**config.mk**
```make
export PLATFORM = sky130hd
export DESIGN_NAME = serial_mac_unit
export DESIGN_NICKNAME = d
export VERILOG_FILES = /design/src/rtl/serial_mac_unit.sv
export SDC_FILE = /design/constraint.sdc
export NUM_CORES = 1
export LEC_CHECK = 0
export BUFFER_PORTS_ARGS = -buffer_cell sky130_fd_sc_hd__buf_2
export CAP_MARGIN = 0
export CORE_AREA = 2 2 76 71
export CTS_CLUSTER_DIAMETER = 150
export DETAILED_ROUTE_END_ITERATION = 10
export DIE_AREA = 0 0 78 73
export PLACE_DENSITY = 0.67
export SLEW_MARGIN = 20
export SYNTH_ARGS = -nofsm -noshare
export SYNTH_HDL_FRONTEND = slang
export SYNTH_SLANG_ARGS = --single-unit
export TNS_END_PERCENT = 5
```
**constraint.sdc**
```tcl
create_clock -name clock -period 4.2 [get_ports clock]
set_input_delay 0.21 -clock clock [delete_from_list [all_inputs] [get_ports clock]]
set_output_delay 0.21 -clock clock [all_outputs]
set_load 0.05 [all_outputs]
```
**src/rtl/serial_mac_unit.sv**
```systemverilog
// Serial-load unsigned multiply-accumulate unit.
// Operands shift in LSB first; product is added to or loaded into acc.
module serial_mac_unit #(
  parameter int WIDTH     = 4,
  parameter int ACC_WIDTH = 2*WIDTH+4
) (
  input  logic                 clock,
  input  logic                 reset,
  input  logic                 start,
  input  logic                 acc_en,
  input  logic                 clear,
  input  logic                 a_ser,
  input  logic                 b_ser,
  output logic                 busy,
  output logic                 done,
  output logic [2*WIDTH-1:0]   prod,
  output logic [ACC_WIDTH-1:0] acc,
  output logic                 overflow
);

  localparam int CW = $clog2(WIDTH);
  localparam int PW = 2*WIDTH;

  typedef enum logic [1:0] {
    IDLE,
    LOAD,
    MUL,
    ACC
  } state_t;

  state_t state, state_nx;

  logic [WIDTH-1:0] a_reg, b_reg;
  logic [CW-1:0]    cnt;
  logic             acc_en_q;
  logic [PW-1:0]    mul;
  logic [ACC_WIDTH:0] sum;
  logic             last_bit;

  assign last_bit = (cnt == CW'(WIDTH-1));
  assign busy     = (state != IDLE);

  assign mul = {{WIDTH{1'b0}}, a_reg} * {{WIDTH{1'b0}}, b_reg};
  assign sum = {1'b0, acc}
             + {{(ACC_WIDTH+1-PW){1'b0}}, prod};

  always_ff @(posedge clock or posedge reset) begin
    if (reset) state <= IDLE;
    else       state <= state_nx;
  end

  always_comb begin
    state_nx = state;
    unique case (state)
      IDLE: if (start)    state_nx = LOAD;
      LOAD: if (last_bit) state_nx = MUL;
      MUL:                state_nx = ACC;
      ACC:                state_nx = IDLE;
      default:            state_nx = IDLE;
    endcase
  end

  always_ff @(posedge clock or posedge reset) begin
    if (reset) begin
      a_reg    <= '0;
      b_reg    <= '0;
      cnt      <= '0;
      acc_en_q <= 1'b0;
      prod     <= '0;
      acc      <= '0;
      overflow <= 1'b0;
      done     <= 1'b0;
    end else begin
      done <= 1'b0;
      unique case (state)
        IDLE: begin
          if (clear) begin
            acc      <= '0;
            overflow <= 1'b0;
          end
          if (start) begin
            acc_en_q <= acc_en;
            cnt      <= '0;
          end
        end
        LOAD: begin
          a_reg <= {a_ser, a_reg[WIDTH-1:1]};
          b_reg <= {b_ser, b_reg[WIDTH-1:1]};
          cnt   <= cnt + 1'b1;
        end
        MUL: prod <= mul;
        ACC: begin
          // Product always fits in acc, so only the add path can carry out.
          if (acc_en_q) begin
            acc <= sum[ACC_WIDTH-1:0];
            if (sum[ACC_WIDTH]) overflow <= 1'b1;
          end else begin
            acc <= {{(ACC_WIDTH-PW){1'b0}}, prod};
          end
          done <= 1'b1;
        end
        default: ;
      endcase
    end
  end

endmodule
```
==> impl_metrics.csv, run 1 <==
group,metric,value,unit
critical_path,cp_slowest_cell,"fa_1",
logic_synthesis,synth_nets,259,
detailed_routing,drc,0,
detailed_routing,routed_via_density,5.35,
layout,n_fill_cell,472,
critical_path,slowest_delay,0.53,ns
critical_path,cp_max_fo,6,
global_route,grt_usage,0.175,
clock_tree,cts_root_buffer,"clkbuf_8",
clock_tree,clock_sinks,35,
logic_synthesis,netlist-cell-type-count,39,
sta,whs,0.0137,ns
job,max_cap_viol_count,0,
placement,place_congestion,0.848,
floorplanning,ios,30,
layout,n_antenna_cell,0,
layout,drive_gt1_frac,0.221,
sta,fin_worst_skew,0.00454,ns
critical_path,worstPathArrival,3.12,ns
clock_tree,post_cts_resized,0,
clock_tree,clk_pin_slew,0.07,ns
logic_synthesis,yosysTopAreaCell,"dfrtp_1",
worst_hold_path,hp-class,"in2async",
floorplanning,die_h,73,µm
sta,rsz0062_at_grt,"false",
sta,period_share,0.702,
layout,top_register,"acc",
clock_tree,cts_max_level,2,
placement,preCtsSetupSlack,1.26,ns
global_route,grt_max_degree,36,
global_route,antenna_found_initial,0,
layout,layout.nets,290,
layout,synthToLayoutAreaGrowth,12.3,%
critical_path,end_kind,"flop",
floorplanning,dieArea,5690,µm²
critical_path,cp_cell_sequence,"nand2_1 > fa_1 > inv_1 > fa_1 > ha_1 > a21o_1 > a31o_2 > a21oi_1 > xnor2_1 > mux2_2",
logic_synthesis,synthCells,222,
clock_tree,postCtsSetupBuffers,0,
sta,slew_violations,0,
global_route,grt-ovfl-total,0,
global_route,grt_pass1_wl,7660,µm
critical_path,ff2ff_setup_slack,1.25,ns
sta,worst_pin_slew,1.08,ns
critical_path,reg2reg_depth,10,
sta,hold_violations,0,
logic_synthesis,seq_area_frac_synth,0.381,
floorplanning,die_w,78,µm
layout,multi_input_area,1320,µm²
floorplanning,start_util,0.460,
critical_path,r2r_start,"b_reg[3]",
clock_tree,cts_buffer_depth,2,
layout,reg.largest.list,"acc: 12 flops, prod: 8 flops",
clock_tree,cts-hold-fix-buffers,0,
sta,tns,0,ns
logic_synthesis,netlist_top_cells_area,"dfrtp_1 38%, ha_1 14%, mux2_2 7.3%, fa_1 4.4%, a21oi_1 3.5%",
sta,setup_viol,0,
logic_synthesis,synth-seq-cells,35,
sta,fmax,339,MHz
critical_path,crit_path_frequent_cell,"fa_1",
logic_synthesis,synth_top_area_share,0.381,
detailed_routing,drt_pass1_iterations,4,
placement,dp_hpwl,3340,µm
layout,final_core_util,0.516,
clock_tree,clk-insertion-delay-late,0.29,ns
layout,regArea,876,µm²
sta,slew_headroom,0.258,
global_route,grt_pass1_vias,1619,
logic_synthesis,yosysWarnings,0,
critical_path,worstPathRequired,4.37,ns
floorplanning,core,5000,µm²
outcome,status,"finished clean",
layout,largest_register_ffs,12,
logic_synthesis,avgSynthCellArea,10.4,µm²
detailed_routing,wirelength,4490,µm
clock_tree,cts_tree,"yes",
floorplanning,rows,25,
critical_path,crit_type,"reg2reg",
critical_path,start_kind,"flop",
detailed_routing,ant_nets,0,
detailed_routing,initialDrtViolationCount,97,
logic_synthesis,syn_area,2300,µm²
critical_path,r2r_end,"prod[7]",
clock_tree,cts_buffers,5,
sta,fin_ws,1.25,ns
detailed_routing,vias,1713,
sta,min_period,2.95,ns
detailed_routing,wl_per_cell,14.0,µm
placement,io_buffers,29,
-- worst max-delay path: cells and delay by family (launching register included) --
| kind | cells | cell delay [ns] |
|---|---|---|
| AOI/OAI and AO/OA | 3 | 0.59 |
| DFF | 1 | 0.43 |
| buffers and inverters | 1 | 0.05 |
| muxes | 1 | 0.25 |
| and+or+nand+nor | 1 | 0.10 |
| xor gates and xnor gates | 1 | 0.08 |
| adders and majority gates | 3 | 1.32 |
-- layout by cell type, fill, tap and decap left out, types with 7 or more instances in the layout --
cell type  instances
a21oi_1           16
and2_1             9
buf_2             29
dfrtp_1           35
ha_1              25
inv_1             15
mux2_2            15
nand2_1           19
o21ai_0           15
xnor2_1            7
-- cells by family after synthesis --
family / share of synthesized area
muxes: 0.0908
xor gates and xnor gates: 0.0381
adders and majority gates: 0.179
AOI/OAI and AO/OA: 0.144
DFF: 0.381
buffers and inverters: 0.0462
and+or+nand+nor: 0.121
-- per-stage QoR --
step,cell area (µm²),std cells
5_1_grt,2580,320
3_5_place_dp,2500,313
3_3_place_gp,2500,313
2_1_floorplan,2300,222
6_report,2580,320
4_1_cts,2580,320
-- Yosys cell counts --
| cell type | count |
|---|---|
| dfrtp_1 | 35 |
| ha_1 | 25 |
| nand2_1 | 19 |
| a21oi_1 | 16 |
| inv_1 | 15 |
| mux2_2 | 15 |
| o21ai_0 | 15 |
| and2_1 | 9 |
| xnor2_1 | 7 |
| a21o_1 | 6 |
| fa_1 | 5 |
| nand3_1 | 5 |
| nor3b_1 | 5 |
| mux2i_1 | 4 |
| o211ai_1 | 4 |
| a211oi_1 | 3 |
| and3_1 | 3 |
| clkbuf_1 | 3 |
| nor2_1 | 3 |
| xor2_1 | 3 |
| o21ai_1 | 2 |
| or3_1 | 2 |
| or4_1 | 2 |
| a2bb2oi_1 | 1 |
| a31o_2 | 1 |
| a31oi_1 | 1 |
| a32o_1 | 1 |
| buf_2 | 1 |
| buf_6 | 1 |
| clkbuf_8 | 1 |
| inv_6 | 1 |
| nand2b_1 | 1 |
| nor2b_1 | 1 |
| nor3_1 | 1 |
| nor4_1 | 1 |
| o21ai_4 | 1 |
| o31ai_1 | 1 |
| o32a_2 | 1 |
| or2_0 | 1 |
-- how the worst max path moves through the flow --
stage                         from  slack (ns)       to
after floorplan           b_reg[3]        1.39  prod[7]
after global placement    b_reg[3]        1.32  prod[7]
after detailed placement  b_reg[3]        1.26  prod[7]
after CTS                 b_reg[3]        1.25  prod[7]
after global routing      b_reg[3]        1.11  prod[7]
final                     b_reg[3]        1.25  prod[7]
-- routing by layer --
layer  part of all wire  GRT usage
met5                  0          0
met4              0.016     0.0702
met3              0.034     0.0384
met2               0.47      0.280
met1               0.48      0.232
-- cell type report --
| cell class | instances | area share |
|---|---|---|
| well taps | 67 | 0.0324 |
| clock inverters | 1 | 0.00194 |
| flip-flops and latches | 35 | 0.339 |
| clock buffers | 6 | 0.0320 |
| multi-input cells | 165 | 0.510 |
| repair buffers | 30 | 0.0591 |
| inverters | 16 | 0.0252 |
Power of run 1 is not shown: default switching activity piles up to over one toggle a cycle in this logic, so the estimate is an artifact.
==> inputs of run 2 (changes only) <==
clock period = 2.77 ns   (was 4.2 ns; I/O delays follow)
==> run 2 against run 1 <==
  * Maximum frequency grew 7.3%
  * Sequential share of layout area shrank 1.0 points
  * Register-to-register slack lost 1.2 ns
  * Clock skew is essentially flat
  * Core utilization grew 1.6 points
  * Final area grew 3.1%
  * Hold slack gained 0.0020 ns
  * Critical path depth is the same
  * Die area is the same
  * Setup slack lost 1.2 ns
  * Global-route usage grew 0.24 points
  * Highest routed layer unchanged
==> impl_metrics.csv, run 2 (synthesized netlist as in run 1, its figures left out) <==
group,metric,value,unit
outcome,status,"finished clean",
floorplanning,ios,30,
critical_path,cp_top_family,"adder cells",
critical_path,worstPathRequired,2.95,ns
layout,synthToLayoutAreaGrowth,15.7,%
critical_path,slowest_delay,0.56,ns
layout,largest_register_ffs,12,
sta,setup_viol,0,
critical_path,worstPathArrival,2.92,ns
global_route,antenna_found_initial,0,
detailed_routing,initialDrtViolationCount,102,
placement,place_congestion,0.824,
critical_path,crit_buf_inv,1,
floorplanning,die_h,73,µm
global_route,grt_usage,0.177,
sta,slew_violations,0,
sta,fmax,364,MHz
layout,final_cell_mix,"35 x dfrtp_1, 29 x buf_2, 25 x ha_1",
global_route,grt_pass1_vias,1624,
global_route,grt_max_degree,22,
detailed_routing,routed_via_density,5.25,
global_route,grt-ovfl-total,0,
sta,fin_worst_skew,0.00435,ns
clock_tree,clock_sinks,35,
floorplanning,core,5000,µm²
detailed_routing,ant_nets,0,
sta,tns,0,ns
job,max_cap_viol_count,0,
clock_tree,clk-insertion-delay-late,0.29,ns
detailed_routing,vias,1731,
placement,io_buffers,29,
layout,top_register,"acc",
detailed_routing,wl_per_cell,14.3,µm
clock_tree,cts_max_level,2,
critical_path,end_kind,"flop",
global_route,grt_pass1_wl,7690,µm
floorplanning,start_util,0.460,
sta,slew_headroom,0.434,
layout,layout.nets,301,
sta,worst_pin_slew,0.848,ns
clock_tree,cts_buffers,5,
critical_path,crit_path_frequent_cell,"fa_1",
sta,hold_violations,0,
clock_tree,cts_tree,"yes",
detailed_routing,wirelength,4720,µm
layout,final_common_cell,"dfrtp_1",
clock_tree,cts_buffer_depth,2,
sta,rsz0062_at_grt,"true",
critical_path,r2r_start,"b_reg[2]",
critical_path,start_kind,"flop",
clock_tree,cts_root_buffer,"clkbuf_8",
layout,n_antenna_cell,0,
detailed_routing,drc,0,
floorplanning,dieArea,5690,µm²
critical_path,cp_slowest_cell,"fa_1",
layout,drive_gt1_frac,0.270,
critical_path,crit_type,"reg2reg",
placement,dp_hpwl,3450,µm
critical_path,cp_max_fo,2,
critical_path,cp_cell_sequence,"nand2_2 > fa_1 > inv_2 > fa_1 > ha_1 > a21o_1 > a31o_2 > a21oi_2 > xnor2_1 > mux2_2",
worst_hold_path,hp-class,"in2async",
layout,reg.largest.list,"acc: 12 flops, prod: 8 flops",
floorplanning,rows,25,
clock_tree,clk_pin_slew,0.06,ns
detailed_routing,drt_pass1_iterations,4,
sta,period_share,0.992,
floorplanning,die_w,78,µm
critical_path,crit_start,"b_reg[2]",
sta,min_period,2.75,ns
run 2: changes by cell type in the layout (fill, tap and decap cells not counted), sizes merged:
cell    before  now
buf         30   41
clkinv       1    0
run 2: path summary, 6_finish.rpt:
path                            end  slack [ns]  cells after the start
max in group asynchronous      done        2.03                      3
setup / recovery            prod[7]        0.02                     10
hold reg to reg              cnt[0]        0.50                      1
min in group clock         acc_en_q        0.08                      2
hold / removal               cnt[1]        0.02                      2
setup reg to reg            prod[7]        0.02                     10
run 2: per-stage QoR:
| step | hold slack, ns | util | std cells | cell area [µm²] | worst slack, ns |
|---|---|---|---|---|---|
| finish | 0.0157 | 0.532 | 330 | 2660 | 0.0226 |
| global route | 0.0853 | 0.532 | 330 | 2660 | -0.104 |
| CTS | 0.0458 | 0.531 | 330 | 2660 | 0.00279 |
| detailed placement | 0.356 | 0.516 | 324 | 2580 | 0.0115 |
| global placement | 0.336 | 0.516 | 324 | 2580 | 0.0228 |
| floorplan | 0.289 | - | 222 | 2300 | 0.0184 |
run 2: repair_timing:
item / CTS / global route
hold buffers: 0 / 0
buffers inserted: 0 / 0
resized for setup: 0 / 5
setup endpoints to repair: 0 / 2
run 2: worst reg2reg max path, cell delays in order, from the launching register on:
cell and delay, ns:
dfrtp_1 0.37, nand2_2 0.07, fa_1 0.54, inv_2 0.04
fa_1 0.56, ha_1 0.23, a21o_1 0.17, a31o_2 0.20
a21oi_2 0.12, xnor2_1 0.08, mux2_2 0.25
run 2: routing by layer:
layer  global-route usage  wire [µm]  vias up
li1                     -          -      868
met1                0.235       2340      823
met2                0.281       2120       33
met3               0.0396        174        7
met4               0.0760         79        0
met5                    0          0        -
run 2: final cells by class:
class,count,area [µm²]
multi-input cells,165,1330
fillers,477,2340
flip-flops and latches,35,876
clock buffers,6,72.6
well taps,67,83.8
inverters,16,65.1
repair buffers,41,235
Power of run 2 is left out for the same reason.
